<file path="src/rtl/branch_predict_ctrl.sv">
// Fetch-side branch predictor (2-bit BHT + tagged BTB) with misprediction redirect/flush sequencer.
// Optional gshare indexing enabled by defining BPRED_GSHARE_EN.
module branch_predict_ctrl #(
  parameter int WIDTH_DATA_LENGTH = 32,
  parameter int IDX_BITS          = 6,
  parameter int FLUSH_CYCLES      = 2,
  parameter int HIST_BITS         = 6
) (
  input  logic                         clk,
  input  logic                         rst_n,
  input  logic [WIDTH_DATA_LENGTH-1:0] if_pc,
  output logic                         Predicted,
  output logic [WIDTH_DATA_LENGTH-1:0] PC_Pre,
  input  logic                         Execute,
  input  logic [WIDTH_DATA_LENGTH-1:0] ex_pc,
  input  logic                         ex_taken,
  input  logic [WIDTH_DATA_LENGTH-1:0] PC_ALU,
  input  logic [1:0]                   Result,
  output logic                         flush,
  output logic                         redirect_valid,
  output logic [WIDTH_DATA_LENGTH-1:0] redirect_pc
);

  localparam int W       = WIDTH_DATA_LENGTH;
  localparam int ENTRIES = 1 << IDX_BITS;
  localparam int TAG_W   = W - IDX_BITS - 2;
  localparam int CNT_W   = (FLUSH_CYCLES > 1) ? $clog2(FLUSH_CYCLES) : 1;

  if ((FLUSH_CYCLES < 1) || (HIST_BITS < 2) || (HIST_BITS > IDX_BITS)) begin : g_bad_param
    $error("branch_predict_ctrl: illegal FLUSH_CYCLES/HIST_BITS");
  end

  typedef enum logic {S_IDLE, S_FLUSH} state_t;

  state_t               r_state, w_state_next;
  logic [CNT_W-1:0]     r_count, w_count_next;
  logic                 r_flush, w_flush_next;
  logic                 r_redirect_valid, w_redirect_valid_next;
  logic [W-1:0]         r_redirect_pc, w_redirect_pc_next;

  logic [1:0]           r_bht [ENTRIES];
  logic [ENTRIES-1:0]   r_btb_valid;
  logic [TAG_W-1:0]     r_btb_tag [ENTRIES];
  logic [W-1:0]         r_btb_target [ENTRIES];

  logic [IDX_BITS-1:0]  w_if_idx, w_ex_idx;
  logic                 w_hit, w_update, w_mispredict;
  logic [1:0]           w_bht_cur, w_bht_upd;
  logic                 w_unused;

  assign w_unused = ^{if_pc[1:0], ex_pc[1:0]};

`ifdef BPRED_GSHARE_EN
  logic [HIST_BITS-1:0] r_ghr;

  // Both indexes use the pre-shift history; the shift lands on the same edge as training.
  always_ff @(posedge clk or negedge rst_n) begin
    if (!rst_n)        r_ghr <= '0;
    else if (w_update) r_ghr <= {r_ghr[HIST_BITS-2:0], ex_taken};
  end

  assign w_if_idx = if_pc[IDX_BITS+1:2] ^ IDX_BITS'(r_ghr);
  assign w_ex_idx = ex_pc[IDX_BITS+1:2] ^ IDX_BITS'(r_ghr);
`else
  assign w_if_idx = if_pc[IDX_BITS+1:2];
  assign w_ex_idx = ex_pc[IDX_BITS+1:2];
`endif

  assign w_hit     = r_btb_valid[w_if_idx] && (r_btb_tag[w_if_idx] == if_pc[W-1:IDX_BITS+2]);
  assign Predicted = w_hit && r_bht[w_if_idx][1];
  assign PC_Pre    = Predicted ? r_btb_target[w_if_idx] : (if_pc + W'(4));

  // Wrong-path resolutions arriving while flushing must not train or redirect.
  assign w_update     = Execute && (Result != 2'b00) && (r_state == S_IDLE);
  assign w_mispredict = w_update && Result[1];

  assign w_bht_cur = r_bht[w_ex_idx];
  assign w_bht_upd = ex_taken ? ((w_bht_cur == 2'b11) ? 2'b11 : w_bht_cur + 2'b01)
                              : ((w_bht_cur == 2'b00) ? 2'b00 : w_bht_cur - 2'b01);

  always_ff @(posedge clk or negedge rst_n) begin
    if (!rst_n) begin
      for (int i = 0; i < ENTRIES; i++) r_bht[i] <= 2'b01;
      r_btb_valid <= '0;
    end else if (w_update) begin
      r_bht[w_ex_idx] <= w_bht_upd;
      if (ex_taken) r_btb_valid[w_ex_idx] <= 1'b1;
    end
  end

  // Tag/target payload is qualified by the valid bit, so it needs no reset.
  always_ff @(posedge clk) begin
    if (w_update && ex_taken) begin
      r_btb_tag[w_ex_idx]    <= ex_pc[W-1:IDX_BITS+2];
      r_btb_target[w_ex_idx] <= PC_ALU;
    end
  end

  always_ff @(posedge clk or negedge rst_n) begin
    if (!rst_n) begin
      r_state          <= S_IDLE;
      r_count          <= '0;
      r_flush          <= 1'b0;
      r_redirect_valid <= 1'b0;
      r_redirect_pc    <= '0;
    end else begin
      r_state          <= w_state_next;
      r_count          <= w_count_next;
      r_flush          <= w_flush_next;
      r_redirect_valid <= w_redirect_valid_next;
      r_redirect_pc    <= w_redirect_pc_next;
    end
  end

  always_comb begin
    w_state_next          = r_state;
    w_count_next          = r_count;
    w_flush_next          = r_flush;
    w_redirect_valid_next = 1'b0;
    w_redirect_pc_next    = r_redirect_pc;
    case (r_state)
      S_IDLE: begin
        if (w_mispredict) begin
          w_state_next          = S_FLUSH;
          w_redirect_valid_next = 1'b1;
          w_redirect_pc_next    = PC_ALU;
          w_flush_next          = 1'b1;
          w_count_next          = CNT_W'(FLUSH_CYCLES - 1);
        end
      end
      S_FLUSH: begin
        if (r_count == '0) begin
          w_state_next = S_IDLE;
          w_flush_next = 1'b0;
        end else begin
          w_count_next = r_count - 1'b1;
        end
      end
      default: w_state_next = S_IDLE;
    endcase
  end

  assign flush          = r_flush;
  assign redirect_valid = r_redirect_valid;
  assign redirect_pc    = r_redirect_pc;

endmodule

</file>
<file path="config.mk">
export PLATFORM = sky130hd
export DESIGN_NAME = branch_predict_ctrl
export DESIGN_NICKNAME = d
export VERILOG_FILES = /design/src/rtl/branch_predict_ctrl.sv
export SDC_FILE = /design/constraint.sdc
export NUM_CORES = 2
export LEC_CHECK = 0
export BUFFER_PORTS_ARGS = -buffer_cell sky130_fd_sc_hd__clkbuf_2
export CAP_MARGIN = 20
export CORE_MARGIN = 4
export CORE_UTILIZATION = 45
export DETAILED_ROUTE_END_ITERATION = 7
export SLEW_MARGIN = 20
export SYNTH_ARGS = -nofsm -noshare
export SYNTH_HDL_FRONTEND = slang
export SYNTH_SLANG_ARGS = --single-unit
</file>
<file path="constraint.sdc">
create_clock -name clk -period 8.4 [get_ports clk]
set_input_delay 1.68 -clock clk [delete_from_list [all_inputs] [get_ports clk]]
set_output_delay 1.68 -clock clk [all_outputs]
set_load 0.1 [all_outputs]
</file>
==> summary.txt <==
Place
  – Post-DP HPWL: 244 mm
  – GP Congestion: ~0.81
  – Port Buffer Count: between 150 and 200
  – Pre-CTS setup slack: ~120 ps

Global routing
  – Largest net degree at the start of global routing: between 100 and 150
  – GRT Overall Usage: between 20% and 30%
  – GRT overflow: 0
  – Vias in the first global route: 74,500
  – First-pass GRT wire length: roughly 600 mm
  – Antenna violations before repair: 36

Clock tree
  – CTS Hold Bufs: 0
  – CTS tree: built
  – Clock transition at path regs: about 60 ps
  – Htree depth: 5
  – Root buf cell: clkbuf_16
  – Post-CTS Setup Repair Bufs: 0
  – Post-cts sizing count: 0
  – Worst-skew pair later-pin latency: around 900 ps
  – Deepest clock path buffer count: 4
  – Total CTS buffers: between 300 and 400
  – CTS sink count: 3,812

Timing
  – Slew Limit Fails: 0
  – Setup ws final: ~73 ps
  – Slew headroom: roughly 18%
  – Final setup violation count: 0
  – Max Clk Rate: 120 MHz
  – Setup tns final: 0 ps
  – Final Skew: a little under 30 ps
  – Tcrit/Tclk final: 99.1%
  – Worst slew pin tran: 1240 ps
  – RSZ-0062 raised after global routing: no
  – Final Hold Vio Count: 0
  – Tmin final: about 8300 ps

Finish
  – Layout net count: about 7,200
  – Multi-input gate area: between 30,000 and 40,000 um2
  – Layout overhead on the synthesized area: 14.5%
  – Number of fill cells: roughly 25,000
  – Reg area: about 110,000 um2
  – Final Core Density: a little over 50%
  – Fraction of layout cells with a size suffix above 1: between 30% and 40%
  – Commonest cells after routing, fill and taps aside: edfxtp_1, mux4_2, clkbuf_16, buf_4, nand2_1
  – Most common cell after layout, fill and taps aside: edfxtp_1

Flow run
  – MaxCap Viol Count: 0

Synth
  – Syn avg cell area: ~22 um2
  – Cells after synthesis: ~6,600
  – Synth Cell Area: around 150,000 um2
  – Sequential-to-total area share from yosys stat: about 76%
  – Synth cell types: 87
  – Synth warn: 0
  – Seq cells post-synth: 3,812
  – Async S/R FF share, synth: 5.98%
  – Post-synth top flop: edfxtp_1
  – Syn nets: roughly 6,700
  – Post-synth EDFFs: roughly 3,600

Run status
  – Outcome: completed

Route
  – Antenna Violating Nets Remaining: 0
  – Initial DRT Pass Iterations: 5
  – Final wirelength: approximately 450 mm
  – Vias per cell: between 6 and 7
  – Number of remaining DRC errors: 0
  – Drt first-iter violations: roughly 11,000
  – Wirelength per Cell: about 38 um
  – Vias: between 70,000 and 80,000

Pwr
  – Lkg Pwr: 54.7 nW
  – Total power: about 41 mW
  – Peak VDD IR: about 0.28 mV
  – Power Density: roughly 240 nW/um2

Floorplan
  – FP Rows: between 200 and 250
  – Die area: between 300,000 and 400,000 um2
  – Initial Util: between 40 and 50%
  – Chip width: ~580 um
  – DIE HEIGHT: about 580 um
  – Total core area: between 300,000 and 400,000 um2
  – Top-Level Pins: 169

Setup path
  – Worst-path fanout max: 38
  – Crit path launch type: input port
  – CP arrival: 6650 ps
  – Crit path required time: roughly 6700 ps
  – CP endpoint kind: output port
  – Kind of critical path: input port to output port

Hold path
  – Worst hold path class: flop to flop
==> power by group <==
part | total (mW) | leakage [nW] | internal, mW | switching (mW)
Clock | 17.4 | 6.27 | 10.1 | 7.34
Combinational | 2.79 | 13.4 | 0.945 | 1.84
Sequential | 21.2 | 35.0 | 21.0 | 0.135
Total | 41.4 | 54.7 | 32.1 | 9.32
==> kinds of logic (layout without fill, tap and decap cells) <==
logic type | after synthesis | count (layout) | share of synthesized area, %
xor gates and xnor gates | 43 | 43 | 0.254
and+or+nand+nor | 639 | 639 | 2.02
buffers and inverters | 383 | 1215 | 1.44
AOI/OAI and AO/OA | 419 | 419 | 1.99
DFF | 3812 | 3812 | 76.5
muxes | 1303 | 1303 | 17.8
other | 0 | 12 | 0
adders and majority gates | 3 | 3 | 0.0219
==> path summary, 6_finish.rpt <==
kind | cells after the start | to | from | slack [ps]
min | 1 | r_btb_valid[39] | r_btb_valid[39] | 460
max | 15 | PC_Pre[26] | if_pc[2] | 70
min in group asynchronous | 1 | redirect_pc[27] | rst_n | 780
max in group asynchronous | 2 | r_btb_valid[34] | rst_n | 6140
min reg2reg | 1 | r_btb_valid[39] | r_btb_valid[39] | 460
max reg2reg | 5 | r_btb_target[23][23] | r_state | 4480
==> area by class of cell <==
cell class                 count  area share (%)
tap                         4346            3.20
clock inverter               218            1.39
inverter                      16          0.0413
multi-input combinational   2407            19.6
clock buffer                 502            6.19
antenna                       12          0.0177
timing repair buffer         479            2.77
sequential                  3812            66.8
==> worst max-delay path, stage by stage <==
cell,delay [ps]
buf_12,290
buf_12,280
buf_4,330
mux4_2,280
mux2_2,160
o22ai_1,70
a2111oi_0,730
nand3_1,170
a21oi_1,420
nand4_1,400
buf_4,270
or4b_4,640
buf_12,210
mux2_4,390
buf_12,190
==> per-stage QoR <==
stage               cells  hold slack (ps)  instance area (um2)
finish              11800              460               170000
detailed placement  11100              447               157000
CTS                 11800              463               170000
global route        11800              473               170000
floorplan            6602              430               148000
global placement    11100              442               157000
==> cell usage after synthesis (74+ instances only) <==
cell,count,share of area [%]
a21oi_1,102,0.34
nor2_1,233,0.59
buf_2,107,0.36
mux2_2,87,0.66
mux2i_1,144,0.97
edfxtp_1,3584,73
a22oi_1,76,0.38
mux4_2,1018,15
or2_2,74,0.31
dfrtp_1,164,2.8
clkbuf_1,141,0.36
nand2_1,181,0.46
==> metal layers <==
| layer | GRT usage [%] | vias to the layer above | part of all wire [%] |
|---|---|---|---|
| met4 | 9.65 | 10 | 4.1 |
| met2 | 42.0 | 4117 | 48 |
| met1 | 36.1 | 41200 | 38 |
| met3 | 4.45 | 782 | 9.1 |
| li1 | - | 29000 | - |
| met5 | 0 | - | 0.016 |
==> registers in the layout, summed over array words and instances, names as in the netlist <==
name	cells
r_btb_target	2048
r_btb_tag	1536
r_bht	128
r_btb_valid	64
redirect_pc	32
flush	1
r_count	1
r_state	1
redirect_valid	1
Power figures use the tool's default switching activity.
